[src/rtl/rst_pkg.sv]
// Shared types for the reset release sequencer: sequencer states and
// the encoding of the recorded reset cause.
package rst_pkg;

    // Sequencer phases: hold everything in reset, release domains one
    // at a time, then run with all domains out of reset.
    typedef enum logic [1:0] {
        ASSERT  = 2'd0,
        RELEASE = 2'd1,
        RUN     = 2'd2
    } state_t;

    // Cause of the most recent reset. Encoding 2'd3 is reserved and is
    // never produced by the sequencer.
    typedef enum logic [1:0] {
        POR = 2'd0,
        SW  = 2'd1,
        WDT = 2'd2
    } cause_t;

    // Width needed to hold the larger of the hold count and the gap.
    function automatic int cnt_width(input int hold_cyc, input int gap_w);
        int hold_w;
        hold_w = $clog2(hold_cyc);
        return (hold_w > gap_w) ? hold_w : gap_w;
    endfunction

endpackage

[src/rtl/rst_seq.sv]
// Reset release sequencer. Sits behind the reset synchronizer, holds all
// domain resets for a minimum time, then releases the domains in index
// order with a programmable gap. Software and watchdog requests restart
// the sequence, and the cause of the last reset is kept for software.
module rst_seq
    import rst_pkg::*;
#(
    parameter int NUM_DOM  = 4,
    parameter int HOLD_CYC = 16,
    parameter int GAP_W    = 8
) (
    input  logic               clk_i,
    input  logic               rst_n_i,
    input  logic               sw_rst_req_i,
    input  logic               wdt_rst_req_i,
    input  logic [GAP_W-1:0]   gap_i,
    output logic [NUM_DOM-1:0] rst_n_o,
    output logic               busy_o,
    output logic               done_o,
    output logic [1:0]         cause_o
);

    // One shared counter serves both the initial hold and the gaps, so it
    // must be wide enough for either; an all-ones gap must still fit.
    localparam int CNT_W = cnt_width(HOLD_CYC, GAP_W);
    localparam int IDX_W = (NUM_DOM > 1) ? $clog2(NUM_DOM) : 1;

    localparam logic [CNT_W-1:0] HOLD_LAST = CNT_W'(HOLD_CYC - 1);
    localparam logic [IDX_W-1:0] LAST_IDX  = IDX_W'(NUM_DOM - 1);

    state_t             state;
    cause_t             cause_q;
    logic [CNT_W-1:0]   cnt;
    logic [IDX_W-1:0]   idx;
    logic [GAP_W-1:0]   gap_q;
    logic [CNT_W-1:0]   gap_ext;
    logic               req;
    cause_t             req_cause;

    // Merge the two request sources; the watchdog wins when both are high.
    always_comb begin
        req       = sw_rst_req_i | wdt_rst_req_i;
        req_cause = wdt_rst_req_i ? WDT : SW;
        gap_ext   = CNT_W'(gap_q);
    end

    // Sequencer: every output is a flop so no input reaches an output
    // combinationally. Requests are levels; a held request simply fires
    // again each time the sequence leaves ASSERT.
    always_ff @(posedge clk_i or negedge rst_n_i) begin
        if (!rst_n_i) begin
            state   <= ASSERT;
            cnt     <= '0;
            idx     <= '0;
            gap_q   <= '0;
            rst_n_o <= '0;
            busy_o  <= 1'b1;
            done_o  <= 1'b0;
            cause_q <= POR;
        end else begin
            done_o <= 1'b0;
            case (state)
                ASSERT: begin
                    if (cnt == HOLD_LAST) begin
                        rst_n_o[0] <= 1'b1;
                        gap_q      <= gap_i;
                        cnt        <= '0;
                        if (NUM_DOM == 1) begin
                            idx    <= '0;
                            state  <= RUN;
                            busy_o <= 1'b0;
                            done_o <= 1'b1;
                        end else begin
                            idx   <= IDX_W'(1);
                            state <= RELEASE;
                        end
                    end else begin
                        cnt <= cnt + CNT_W'(1);
                    end
                end

                RELEASE: begin
                    if (req) begin
                        rst_n_o <= '0;
                        state   <= ASSERT;
                        cnt     <= '0;
                        idx     <= '0;
                        busy_o  <= 1'b1;
                        cause_q <= req_cause;
                    end else if (cnt == gap_ext) begin
                        for (int d = 0; d < NUM_DOM; d++) begin
                            if (IDX_W'(d) == idx) begin
                                rst_n_o[d] <= 1'b1;
                            end
                        end
                        cnt <= '0;
                        if (idx == LAST_IDX) begin
                            idx    <= '0;
                            state  <= RUN;
                            busy_o <= 1'b0;
                            done_o <= 1'b1;
                        end else begin
                            idx <= idx + IDX_W'(1);
                        end
                    end else begin
                        cnt <= cnt + CNT_W'(1);
                    end
                end

                RUN: begin
                    if (req) begin
                        rst_n_o <= '0;
                        state   <= ASSERT;
                        cnt     <= '0;
                        idx     <= '0;
                        busy_o  <= 1'b1;
                        cause_q <= req_cause;
                    end
                end

                default: begin
                    rst_n_o <= '0;
                    state   <= ASSERT;
                    cnt     <= '0;
                    idx     <= '0;
                    busy_o  <= 1'b1;
                end
            endcase
        end
    end

    assign cause_o = cause_q;

endmodule

[config.mk]
export PLATFORM = sky130hd
export DESIGN_NAME = rst_seq
export DESIGN_NICKNAME = d
export VERILOG_FILES = /design/src/rtl/rst_pkg.sv /design/src/rtl/rst_seq.sv
export SDC_FILE = /design/constraint.sdc
export NUM_CORES = 1
export LEC_CHECK = 0
export CAP_MARGIN = 40
export CORE_MARGIN = 1.5
export CORE_UTILIZATION = 70
export CTS_BUF_LIST = sky130_fd_sc_hd__clkbuf_4 sky130_fd_sc_hd__clkbuf_8
export DETAILED_ROUTE_END_ITERATION = 7
export DONT_BUFFER_PORTS = 1
export PLACE_DENSITY = 0.95
export SLEW_MARGIN = 20
export SYNTH_ARGS = -nofsm -noshare
export SYNTH_HDL_FRONTEND = slang
export SYNTH_SLANG_ARGS = --single-unit
[constraint.sdc]
create_clock -name clk_i -period 5.28 [get_ports clk_i]
set_input_delay 0.792 -clock clk_i [delete_from_list [all_inputs] [get_ports clk_i]]
set_output_delay 0.792 -clock clk_i [all_outputs]
set_load 0.005 [all_outputs]
### After elaboration in Yosys (flattened, before gate mapping)

Cells that the tools add are included.

| word-level totals | value |
|---|---|
| register bits | 28 |
| latch bits | 0 |
| RAM bits | 0 |
| memory bits (read-only) | 0 |
| word-level logic and storage cells | 78 |
| memories | 0 |

| operators by class | value |
|---|---|
| $add $sub $neg | 2 |
| multiply operators | 0 |
| divide/modulo/power cells | 0 |
| magnitude comparators | 0 |
| equal/unequal tests | 16 |
| shifts and indexed selects | 0 |
| muxes and demuxes | 35 |
| bitwise operators | 2 |
| reduce and logical (&&, ||, !) cells | 12 |

Operators with widths:

| kind | count |
|---|---|
| 2-to-1 mux 8 bit | 4 |
| one-hot mux 8 bit (3 select lines) | 1 |
| AND reduction 4 bit | 6 |
| 2-to-1 mux 2 bit | 9 |
| != test 3 bit, second input constant | 6 |
| 2-to-1 mux 1 bit | 13 |
| 2-to-1 mux 4 bit | 3 |
| one-hot mux 2 bit (3 select lines) | 2 |
| one-hot mux 3 bit (3 select lines) | 1 |
| adder 8 x 1 -> 8 bit, second input constant | 1 |
| == test 8 x 4 -> 1 bit, second input constant | 1 |
| == test 8 bit | 1 |
| one-hot mux 1 bit (3 select lines) | 2 |
| == test 2 bit, first input constant | 2 |
| == test 2 bit, second input constant | 2 |
| logical NOT 2 bit | 2 |
| != test 2 bit, second input constant | 2 |
| AND reduction 2 bit | 2 |
| AND reduction 3 bit | 1 |
| adder 2 x 1 -> 2 bit, second input constant | 1 |
| == test 1 x 2 -> 1 bit, first input constant | 1 |
| == test 2 x 1 -> 1 bit, second input constant | 1 |
| OR reduction 2 bit | 1 |
| NOT 1 bit | 1 |
| OR 1 bit | 1 |

### Depth between registers and ports, before layout

Gate-level depths: netlist of run 1.

| logic depth | value |
|---|---|
| depth in word-level cells | 5 |
| gate-level depth with buffers | 7 |
| mapped depth without buffers | 7 |

### Worst setup path before layout of run 1

OpenSTA, ideal clock, no wires.

| timing | value |
|---|---|
| path type | input port to flip-flop |
| start | in sw_rst_req_i |
| end | reg idx[0] |
| data arrival time | 1738 ps |
| setup slack | 3421 ps |
| cell stages on the path | 5 |
| path buffers | 1 |
| cell sequence | nor3b_2 > a21oi_4 > and2_1 > buf_4 > o22a_1 |

| between the ends | value |
|---|---|
| longest elaborated chain between the ends | 3 |

RTL lines:

| what | RTL line | RTL |
|---|---|---|
| start, declared | rst_seq.sv:14 | `input logic sw_rst_req_i,` |
| OR 1 bit * | rst_seq.sv:42 | `req = sw_rst_req_i \| wdt_rst_req_i;` |
| != test 3 bit (no source line), or another cell as far along | n/a |  |
| AND reduction 3 bit (no source line) or one-hot mux 2 bit (3 select lines) (tied branches) | n/a |  |
| end signal, assigned | rst_seq.sv:103 | `idx <= idx + IDX_W'(1);` |
| end, declared | rst_seq.sv:34 | `logic [IDX_W-1:0] idx;` |

Mark *: on every way between the ends. The rest lies on a longest branch, timed or not.
A chain may end at the register's enable or synchronous reset.

### Final worst setup path of run 1

| timing | value |
|---|---|
| start | reg cnt[6] |
| end | reg cnt[0] |

| between the ends | value |
|---|---|
| longest elaborated chain between the ends | 4 |

RTL lines:

| what | RTL line | RTL |
|---|---|---|
| start, declared | rst_seq.sv:33 | `logic [CNT_W-1:0] cnt;` |
| start signal, assigned | rst_seq.sv:78 | `cnt <= cnt + CNT_W'(1);` |
| start signal, assigned | rst_seq.sv:106 | `cnt <= cnt + CNT_W'(1);` |
| == test 8 bit | rst_seq.sv:90 | `end else if (cnt == gap_ext) begin` |
| 2-to-1 mux 8 bit | rst_seq.sv:90 |  |
| 2-to-1 mux 8 bit | rst_seq.sv:83 | `if (req) begin` |
| one-hot mux 8 bit (3 select lines) * | rst_seq.sv:62 | `case (state)` |

Marked as above.

==> results of run 1 <==
-- layout make-up --
cell class                 count  area [um^2]
inverter                       7        26.28
multi-input combinational    102        719.4
clock inverter                 1        30.03
clock buffer                   3        22.52
sequential                    28        701.9
fill                         145        427.9
tap                           27        33.78
-- where the power goes --
part / switching, W / internal [W]
clock: 0.0000651 / 0.0000769
combinational: 0.000143 / 0.000145
sequential: 0.0000772 / 0.000287
-- registers in the layout (all words and copies together), names as in the netlist --
register / count
done_o: 1
gap_ext: 8
cnt: 8
busy_o: 1
idx: 2
cause_o: 2
rst_n_o: 4
state: 2
-- path summary, 6_finish.rpt --
kind	from	endpoint	cells after the start
setup / recovery	cnt[6]$_DFFE_PN0P_	cnt[0]$_DFFE_PN0P_	5
hold / removal	rst_n_i	done_o$_DFF_PN0_	0
setup reg to reg	cnt[6]$_DFFE_PN0P_	cnt[0]$_DFFE_PN0P_	5
hold reg to reg	busy_o$_DFFE_PN1P_	busy_o$_DFFE_PN1P_	1
max in group asynchronous	rst_n_i	busy_o$_DFFE_PN1P_	0
min in group clk_i	wdt_rst_req_i	cause_o[0]$_DFFE_PN0P_	1
-- synthesized netlist by cell type --
| library cell | count | area (um^2) |
|---|---|---|
| dfrtp_1 | 27 | 675.7 |
| nor2_1 | 16 | 60.06 |
| nand2_1 | 12 | 45.04 |
| xnor2_1 | 10 | 87.58 |
| ha_1 | 8 | 100.1 |
| mux2_2 | 8 | 90.09 |
| a21oi_1 | 7 | 35.03 |
| inv_1 | 7 | 26.28 |
| a31oi_1 | 4 | 25.02 |
| nand3_1 | 4 | 20.02 |
| and2_1 | 3 | 18.77 |
| nand4_1 | 3 | 18.77 |
| o21ai_0 | 3 | 15.01 |
| and3_1 | 2 | 12.51 |
| nor3_1 | 2 | 10.01 |
| o22a_1 | 2 | 17.52 |
| o22ai_1 | 2 | 12.51 |
| o31ai_1 | 2 | 15.01 |
| or2_2 | 2 | 12.51 |
| xor2_1 | 2 | 17.52 |
| a21boi_0 | 1 | 7.510 |
| a21o_1 | 1 | 7.510 |
| a21oi_4 | 1 | 16.27 |
| a22o_1 | 1 | 8.760 |
| and4bb_2 | 1 | 12.51 |
| buf_4 | 1 | 7.510 |
| clkbuf_1 | 1 | 3.750 |
| dfstp_2 | 1 | 26.28 |
| nand2_2 | 1 | 6.260 |
| nor3b_2 | 1 | 12.51 |
| nor4_4 | 1 | 21.27 |
| o21ai_1 | 1 | 5.000 |
| or3b_2 | 1 | 8.760 |
-- logic make-up after synthesis --
logic type	synth area share
and+or+nand+nor	0.1775
DFF	0.4811
adders and majority gates	0.06861
muxes	0.06175
buffers and inverters	0.02573
AOI/OAI and AO/OA	0.1132
xor gates and xnor gates	0.07204
-- metal layers --
metal / vias to the layer above / wire length [um] / track usage
met2: 47 / 1499 / 0.4954
met3: 19 / 151 / 0.03704
li1: 482 / - / -
met5: - / 0 / 0
met4: 0 / 87 / 0.1238
met1: 494 / 1153 / 0.3361
-- stage by stage --
stage | hold WS (ps) | utilization
6_report | 121.6 | 0.7819
5_1_grt | 96.13 | 0.7819
4_1_cts | 118.3 | 0.7819
3_5_place_dp | 496.9 | 0.7551
3_3_place_gp | 497.0 | 0.7551
2_1_floorplan | 485.9 | -
==> flow_summary_export.csv, run 1 <==
group,metric,value,unit
sta,skew,5.105,ps
die,start_util,0.7436,
global_route,grt_max_degree,29,
clock_tree,cts_setup_buffers,0,
synthesis,ys_types,33,
clock_tree,clk_latency,330,ps
placement,place_inst,164,
clock_tree,clock_sinks,28,
layout,most-common-layout-cells,"27 x dfrtp_1, 16 x nor2_1, 12 x nand2_1",
layout,layout_commonest_cell,"dfrtp_1",
clock_tree,clk_path_buf_depth,2,
flow_run,cap_violations,0,
sta,layout_min_cycle_time,1867,ps
worst_setup_path,worst_setup_path_start_kind,"flop",
synthesis,synth_area,1459,um^2
sta,worst_slew_pin_slew,590.7,ps
worst_setup_path,r2r_slack,3410,ps
global_route,grt_pass1_vias,1085,
synthesis,synth-seq-area-share,0.4811,
layout,final_nets,162,
placement,place_area,1481,um^2
clock_tree,cts_tree,"done",
sta,post-route-period-util,0.3536,
sta,timing.setup.tns,0,ps
clock_tree,cts_resized,0,
global_route,grt_pass1_wl,4981,um
layout,n_antenna_cell,0,
pwr,power_density,517.0,nW/um^2
detailed_routing,routed_wl,2891,um
worst_setup_path,cp-end-kind,"flop",
worst_setup_path,max_stage_delay,500,ps
synthesis,synth_nets,159,
detailed_routing,ant_nets,0,
layout,final_cells,168,
die,die_y,48.65,um
worst_setup_path,crit_required,5490,ps
detailed_routing,vias,1042,
die,io_pins,20,
layout,drive_gt1_frac,0.1489,
sta,setup_violations,0,
layout,design_area,1534,um^2
detailed_routing,route.detailed.drc,0,
global_route,globalRoute.totalOverflow,0,
detailed_routing,dr.pass1.iters,5,
clock_tree,hold_buffers,0,
pwr,ir_drop,0.4066,mV
worst_setup_path,cp.buffers_inverters,0,
die,die_w,48.65,um
pwr,p_leak,0.6621,nW
die,rows,16,
sta,max_freq,535.6,MHz
placement,io_buffers,0,
pwr,power.total,0.0007931,W
worst_setup_path,crit_chain,"xnor2_1 -> nand4_1 -> o21ai_1 -> a21boi_0 -> o21ai_0",
synthesis,yosysWarnings,0,
clock_tree,clk_pin_slew,150,ps
clock_tree,cts-root-buf,"clkbuf_4",
detailed_routing,viasPerCell,6.202,
clock_tree,cts_buffers,3,
worst_setup_path,cp_top_family,"compound AO/OA/AOI/OAI gates",
hold_path,hp-class,"input port to async pin",
sta,report.final.slew_viol_count,0,
synthesis,synth_cells,139,
sta,postLayoutSetupSlackWorst,3413,ps
sta,rsz0062_at_grt,"no",
worst_setup_path,setup.worst_path.class,"flop to flop",
layout,syn_to_final_growth,5.146,%
outcome,status,"finished clean",
synthesis,syn_area_per_cell,10.50,um^2
worst_setup_path,crit_arrival,2080,ps
placement,place_hpwl,2105,um
global_route,grt_antenna_before_repair,0,
die,dieArea,2367,um^2
clock_tree,cts_max_level,1,
sta,relSlewSlack,0.6032,
synthesis,ys_seq_elements,28,
sta,final-hold-violation-count,0,
detailed_routing,wl_per_cell,17.21,um
placement,gp_congestion,0.8719,
placement,preCtsSetupSlack,3357,ps
die,core_area,1962,um^2
detailed_routing,drtIter0Drc,40,
global_route,grt_usage,0.2786,
worst_setup_path,cp_max_fo,5,
worst_setup_path,worst_path_max_delay_cell,"dfrtp_1",
No activity file was read; power rests on OpenSTA's default activity.
==> run 2, diff against run 1 <==
- CORE_UTILIZATION: 70 -> 58
- PLACE_DENSITY: 0.95 -> 0.85
- clock period: 5.28 -> 1.55 ns (I/O delays scaled with it)
==> flow_summary_export.csv, run 2 (synthesis results as in run 1) <==
group,metric,value,unit
outcome,status,"complete, but fails checks",
outcome,violations,"setup timing",
global_route,grt_pass1_wl,5913,um
pwr,pwr-share-seq,0.357,
clock_tree,cts_max_level,1,
sta,setup_violations,26,
sta,timing.setup.tns,-2812,ps
worst_setup_path,reg2reg_from,"cnt[2]$_DFFE_PN0P_",
die,die_w,53.16,um
placement,gp_congestion,0.8668,
clock_tree,clock_sinks,28,
layout,drive_gt1_frac,0.5337,
pwr,power_density,1713,nW/um^2
clock_tree,clk_path_buf_depth,2,
clock_tree,cts_buffers,3,
layout,layout_commonest_cell,"buf_4",
sta,final-hold-violation-count,0,
global_route,grt_pass1_vias,1335,
layout,n_antenna_cell,0,
pwr,ir_drop,1.540,mV
sta,worst_slew_pin_slew,331.5,ps
pwr,power.total,0.003512,W
layout,syn_to_final_growth,40.57,%
die,rows,17,
detailed_routing,wl_per_cell,21.98,um
layout,multi_input_comb_area,937.1,um^2
hold_path,hp-class,"input port to flop",
placement,place_area,1647,um^2
worst_setup_path,r2r-end,"rst_n_o[2]$_DFFE_PN0P_",
sta,report.final.slew_viol_count,0,
hold_path,hp-start,"wdt_rst_req_i",
pwr,combPwrFrac,0.537,
clock_tree,clk_latency,340,ps
die,start_util,0.6351,
worst_setup_path,r2r_slack,-220,ps
worst_setup_path,crit_arrival,2040,ps
hold_path,hold_path_end,"cause_o[1]$_DFFE_PN0P_",
layout,final-seq-area,709.4,um^2
sta,skew,2.026,ps
sta,max_freq,565.7,MHz
detailed_routing,ant_nets,0,
clock_tree,cts_tree,"done",
layout,most-common-layout-cells,"31 x buf_4, 21 x dfrtp_1, 11 x nand2_1",
flow_run,cap_violations,0,
pwr,p_leak,0.8787,nW
detailed_routing,dr.pass1.iters,4,
detailed_routing,drtIter0Drc,43,
worst_setup_path,ff2ff_path_depth,8,
worst_setup_path,worst_setup_path_start_kind,"flop",
global_route,globalRoute.totalOverflow,0,
worst_setup_path,setup.worst_path.class,"flop to flop",
clock_tree,clk_pin_slew,150,ps
sta,post-route-period-util,1.140,
die,die_y,53.16,um
detailed_routing,vias,1306,
die,io_pins,20,
layout,nFillCells,95,
detailed_routing,viasPerCell,6.340,
pwr,pwr-share-clk,0.106,
worst_setup_path,crit_required,1830,ps
pwr,netSwitchingPower,0.001414,W
pwr,p_int,0.002098,W
pwr,switching_share,0.4025,
clock_tree,cts-root-buf,"clkbuf_4",
global_route,grt_antenna_before_repair,0,
detailed_routing,route.detailed.drc,0,
detailed_routing,routed_wl,4527,um
placement,preCtsSetupSlack,-119.1,ps
die,dieArea,2825,um^2
global_route,grt_usage,0.3109,
worst_setup_path,cp-end-kind,"flop",
layout,utilization,0.8927,
die,core_area,2297,um^2
sta,postLayoutSetupSlackWorst,-217.7,ps
worst_setup_path,cp_max_fo,5,
sta,rsz0062_at_grt,"yes",
layout,final_nets,199,
sta,relSlewSlack,0.7773,
global_route,grt_max_degree,29,
sta,layout_min_cycle_time,1768,ps
placement,place_hpwl,2315,um
layout,design_area,2051,um^2
hold_path,hold_path_depth,1,
placement,io_buffers,0,
## run 2: changes by cell type in the layout (fill, tap and decap cells not counted), moves of 3 or more
cell / before / now
xnor2_1: 10 / 5
o21ai_2: 0 / 3
dfrtp_1: 27 / 21
dfrtp_2: 0 / 6
nor2_1: 16 / 10
buf_4: 0 / 31
nor2_2: 0 / 3
xnor2_2: 0 / 5
buf_6: 0 / 3
nor2_4: 0 / 3
o21ai_0: 3 / 0
## run 2: cell type report
class,instances,area share
Tap cell,28,0.01708
Clock buffer,4,0.01769
Timing Repair Buffer,37,0.1495
Sequential cell,28,0.3459
Multi-Input combinational cell,102,0.4570
Inverter,7,0.01281
## run 2: repair_timing
action	4_1_cts	5_1_grt
gates resized for setup	21	35
setup buffers	9	6
endpoints found under the setup margin	24	26
endpoints found under the hold margin	29	0
hold buffers	3	0
pin swaps	6	19
## run 2: critical path, stage by stage, from the launching register on
cell and delay, ps:
dfrtp_1 470, xnor2_1 240, nand4_1 220, buf_4 210, nor2_4 80, buf_6 120
buf_6 120, a31oi_4 80, nor2_1 160
## run 2: worst max path at each step
| stage | startpoint | end | slack [ps] |
|---|---|---|---|
| 2_1_floorplan | cnt[0]$_DFFE_PN0P_ | idx[0]$_DFFE_PN0P_ | -40 |
| 6_report | cnt[2]$_DFFE_PN0P_ | rst_n_o[2]$_DFFE_PN0P_ | -220 |
| 3_5_place_dp | state[0]$_DFFE_PN0P_ | idx[0]$_DFFE_PN0P_ | -120 |
| 3_3_place_gp | state[1]$_DFFE_PN0P_ | state[0]$_DFFE_PN0P_ | -60 |
| 4_1_cts | cnt[3]$_DFFE_PN0P_ | state[0]$_DFFE_PN0P_ | -40 |
| 5_1_grt | cnt[2]$_DFFE_PN0P_ | rst_n_o[2]$_DFFE_PN0P_ | -250 |
## run 2: power groups by stage
stage               clock (W)  combinational, W  sequential [W]
detailed placement          0           0.00123         0.00122
finish               0.000373           0.00188         0.00125
global placement            0           0.00116         0.00120
floorplan                   0          0.000825         0.00118
global route         0.000394           0.00198         0.00128
CTS                  0.000364           0.00145         0.00119
## run 2: routing by layer
metal	track usage	vias to the layer above	routed length [um]
li1	-	556	-
met5	0	-	0
met2	0.5646	74	2347
met1	0.3352	649	1738
met3	0.04802	27	220
met4	0.1880	0	220
## run 2: metrics by stage
| step | hold WS (ps) | std cells |
|---|---|---|
| after CTS | 29.58 | 201 |
| after global routing | 21.11 | 206 |
| final | 20.11 | 206 |
| after global placement | -62.52 | 185 |
| after floorplan | -63.09 | 139 |
| after detailed placement | -62.48 | 185 |
==> run 3, diff against run 2 <==
- CORE_MARGIN: 1.5 -> 2
- RECOVER_POWER: not set -> 50
==> flow_summary_export.csv, run 3 (synthesis results as in run 1) <==
group,metric,value,unit
hold_path,hp-start,"wdt_rst_req_i",
sta,max_freq,625.0,MHz
layout,most-common-layout-cells,"26 x buf_4, 23 x dfrtp_1, 12 x nor2_1, 12 x nand2_1, 9 x xnor2_1",
clock_tree,cts-root-buf,"clkbuf_4",
worst_setup_path,worst_setup_path_start_kind,"flop",
worst_setup_path,cp-end-kind,"flop",
layout,n_antenna_cell,0,
detailed_routing,viasPerCell,5.882,
global_route,globalRoute.totalOverflow,0,
sta,final-hold-violation-count,0,
detailed_routing,route.detailed.drc,0,
layout,syn_to_final_growth,33.62,%
placement,io_buffers,0,
placement,preCtsSetupSlack,-149.0,ps
worst_setup_path,setup.worst_path.class,"flop to flop",
sta,setup_violations,21,
worst_setup_path,crit_start,"cnt[4]$_DFFE_PN0P_",
die,dieArea,2933,um^2
global_route,grt_pass1_vias,1231,
worst_setup_path,crit_arrival,1850,ps
die,die_w,54.16,um
detailed_routing,dr.pass1.iters,4,
hold_path,hp-class,"input port to flop",
clock_tree,clk_latency,340,ps
global_route,grt_max_degree,29,
clock_tree,cts_buffers,3,
sta,whs,41.18,ps
sta,worst_slew_pin_slew,698.0,ps
global_route,grt_antenna_before_repair,0,
layout,drive_gt1_frac,0.4598,
pwr,power.total,0.003325,W
pwr,ir_drop,1.397,mV
layout,final_nets,195,
die,start_util,0.5998,
layout,layout_commonest_cell,"buf_4",
die,io_pins,20,
placement,gp_congestion,0.9005,
sta,skew,18.74,ps
sta,post-route-period-util,1.032,
worst_setup_path,crit_required,1800,ps
clock_tree,cts_max_level,1,
detailed_routing,drtIter0Drc,21,
worst_setup_path,cp_max_fo,5,
clock_tree,clk_pin_slew,160,ps
detailed_routing,routed_wl,3585,um
outcome,status,"complete, but fails checks",
detailed_routing,vias,1200,
flow_run,cap_violations,0,
clock_tree,clk_path_buf_depth,2,
die,core_area,2432,um^2
global_route,grt_usage,0.2671,
layout,nFillCells,150,
detailed_routing,wl_per_cell,17.57,um
global_route,grt_pass1_wl,5471,um
detailed_routing,ant_nets,0,
outcome,violations,"setup timing",
worst_setup_path,reg2reg_from,"cnt[4]$_DFFE_PN0P_",
worst_setup_path,r2r_slack,-50,ps
die,die_y,54.16,um
clock_tree,cts_tree,"done",
layout,multi_input_comb_area,860.8,um^2
sta,rsz0062_at_grt,"yes",
sta,relSlewSlack,0.5347,
pwr,power_density,1705,nW/um^2
clock_tree,clock_sinks,28,
sta,postLayoutSetupSlackWorst,-50.02,ps
pwr,p_leak,0.8494,nW
layout,final-seq-area,706.9,um^2
sta,layout_min_cycle_time,1600,ps
placement,place_hpwl,2353,um
die,rows,18,
sta,report.final.slew_viol_count,0,
-- run 3: cell count changes in the layout (fill, tap and decap cells not counted), moves of 3 or more --
| cell | before | now |
|---|---|---|
| buf_4 | 31 | 26 |
| xnor2_1 | 5 | 9 |
| xnor2_2 | 5 | 1 |
| ha_2 | 0 | 3 |
-- run 3: area by class of cell --
cell class,instances,area share
multi-input combinational,102,0.4416
sequential,28,0.3626
timing repair buffer,33,0.1361
tap,30,0.01926
clock inverter,1,0.01540
inverter,7,0.01348
clock buffer,3,0.01155
-- run 3: timing repair --
action                                  in CTS  in global routing
hold endpoints to repair                    29                  0
buffers inserted                             6                  3
pin swaps                                    3                 14
endpoints found under the setup margin      25                 25
gates resized for setup                     27                 17
hold buffers                                 3                  0
-- run 3: worst paths after layout --
check | depth (start not counted) | endpoint
max | 5 | state[0]$_DFFE_PN0P_
min | 1 | cause_o[1]$_DFFE_PN0P_
max reg2reg | 5 | state[0]$_DFFE_PN0P_
min reg2reg | 1 | gap_ext[7]$_DFFE_PN0P_
max in group asynchronous | 2 | cnt[3]$_DFFE_PN0P_
min in group asynchronous | 2 | rst_n_o[2]$_DFFE_PN0P_
-- run 3: critical path: stages, from the launching register on --
cell     delay, ps
dfrtp_2        490
nor4_4         310
nand2_2        130
a21oi_4        240
o31ai_1        120
o22a_1         220
-- run 3: routing by layer --
metal | global-route usage | routed length, um | up-vias
met5 | 0 | 0 | -
met4 | 0.07083 | 42 | 0
met3 | 0.06944 | 175 | 6
met2 | 0.5020 | 1924 | 39
met1 | 0.2927 | 1443 | 603
li1 | - | - | 552
-- run 3: per-stage QoR --
step / instance area [um^2] / setup TNS, ps / util / instances
global route: 1949 / -2614 / 0.8014 / 204
floorplan: 1473 / -41.23 / - / 139
global placement: 1657 / -567.9 / 0.6811 / 188
finish: 1949 / -418.0 / 0.8014 / 204
detailed placement: 1657 / -2071 / 0.6811 / 188
CTS: 1879 / -1.043 / 0.7726 / 201
-- run 3: power breakdown --
part | internal (W) | switching [W]
logic | 0.000868 | 0.000742
registers | 0.000982 | 0.000253
clock network | 0.000262 | 0.000218
total | 0.00211 | 0.00121
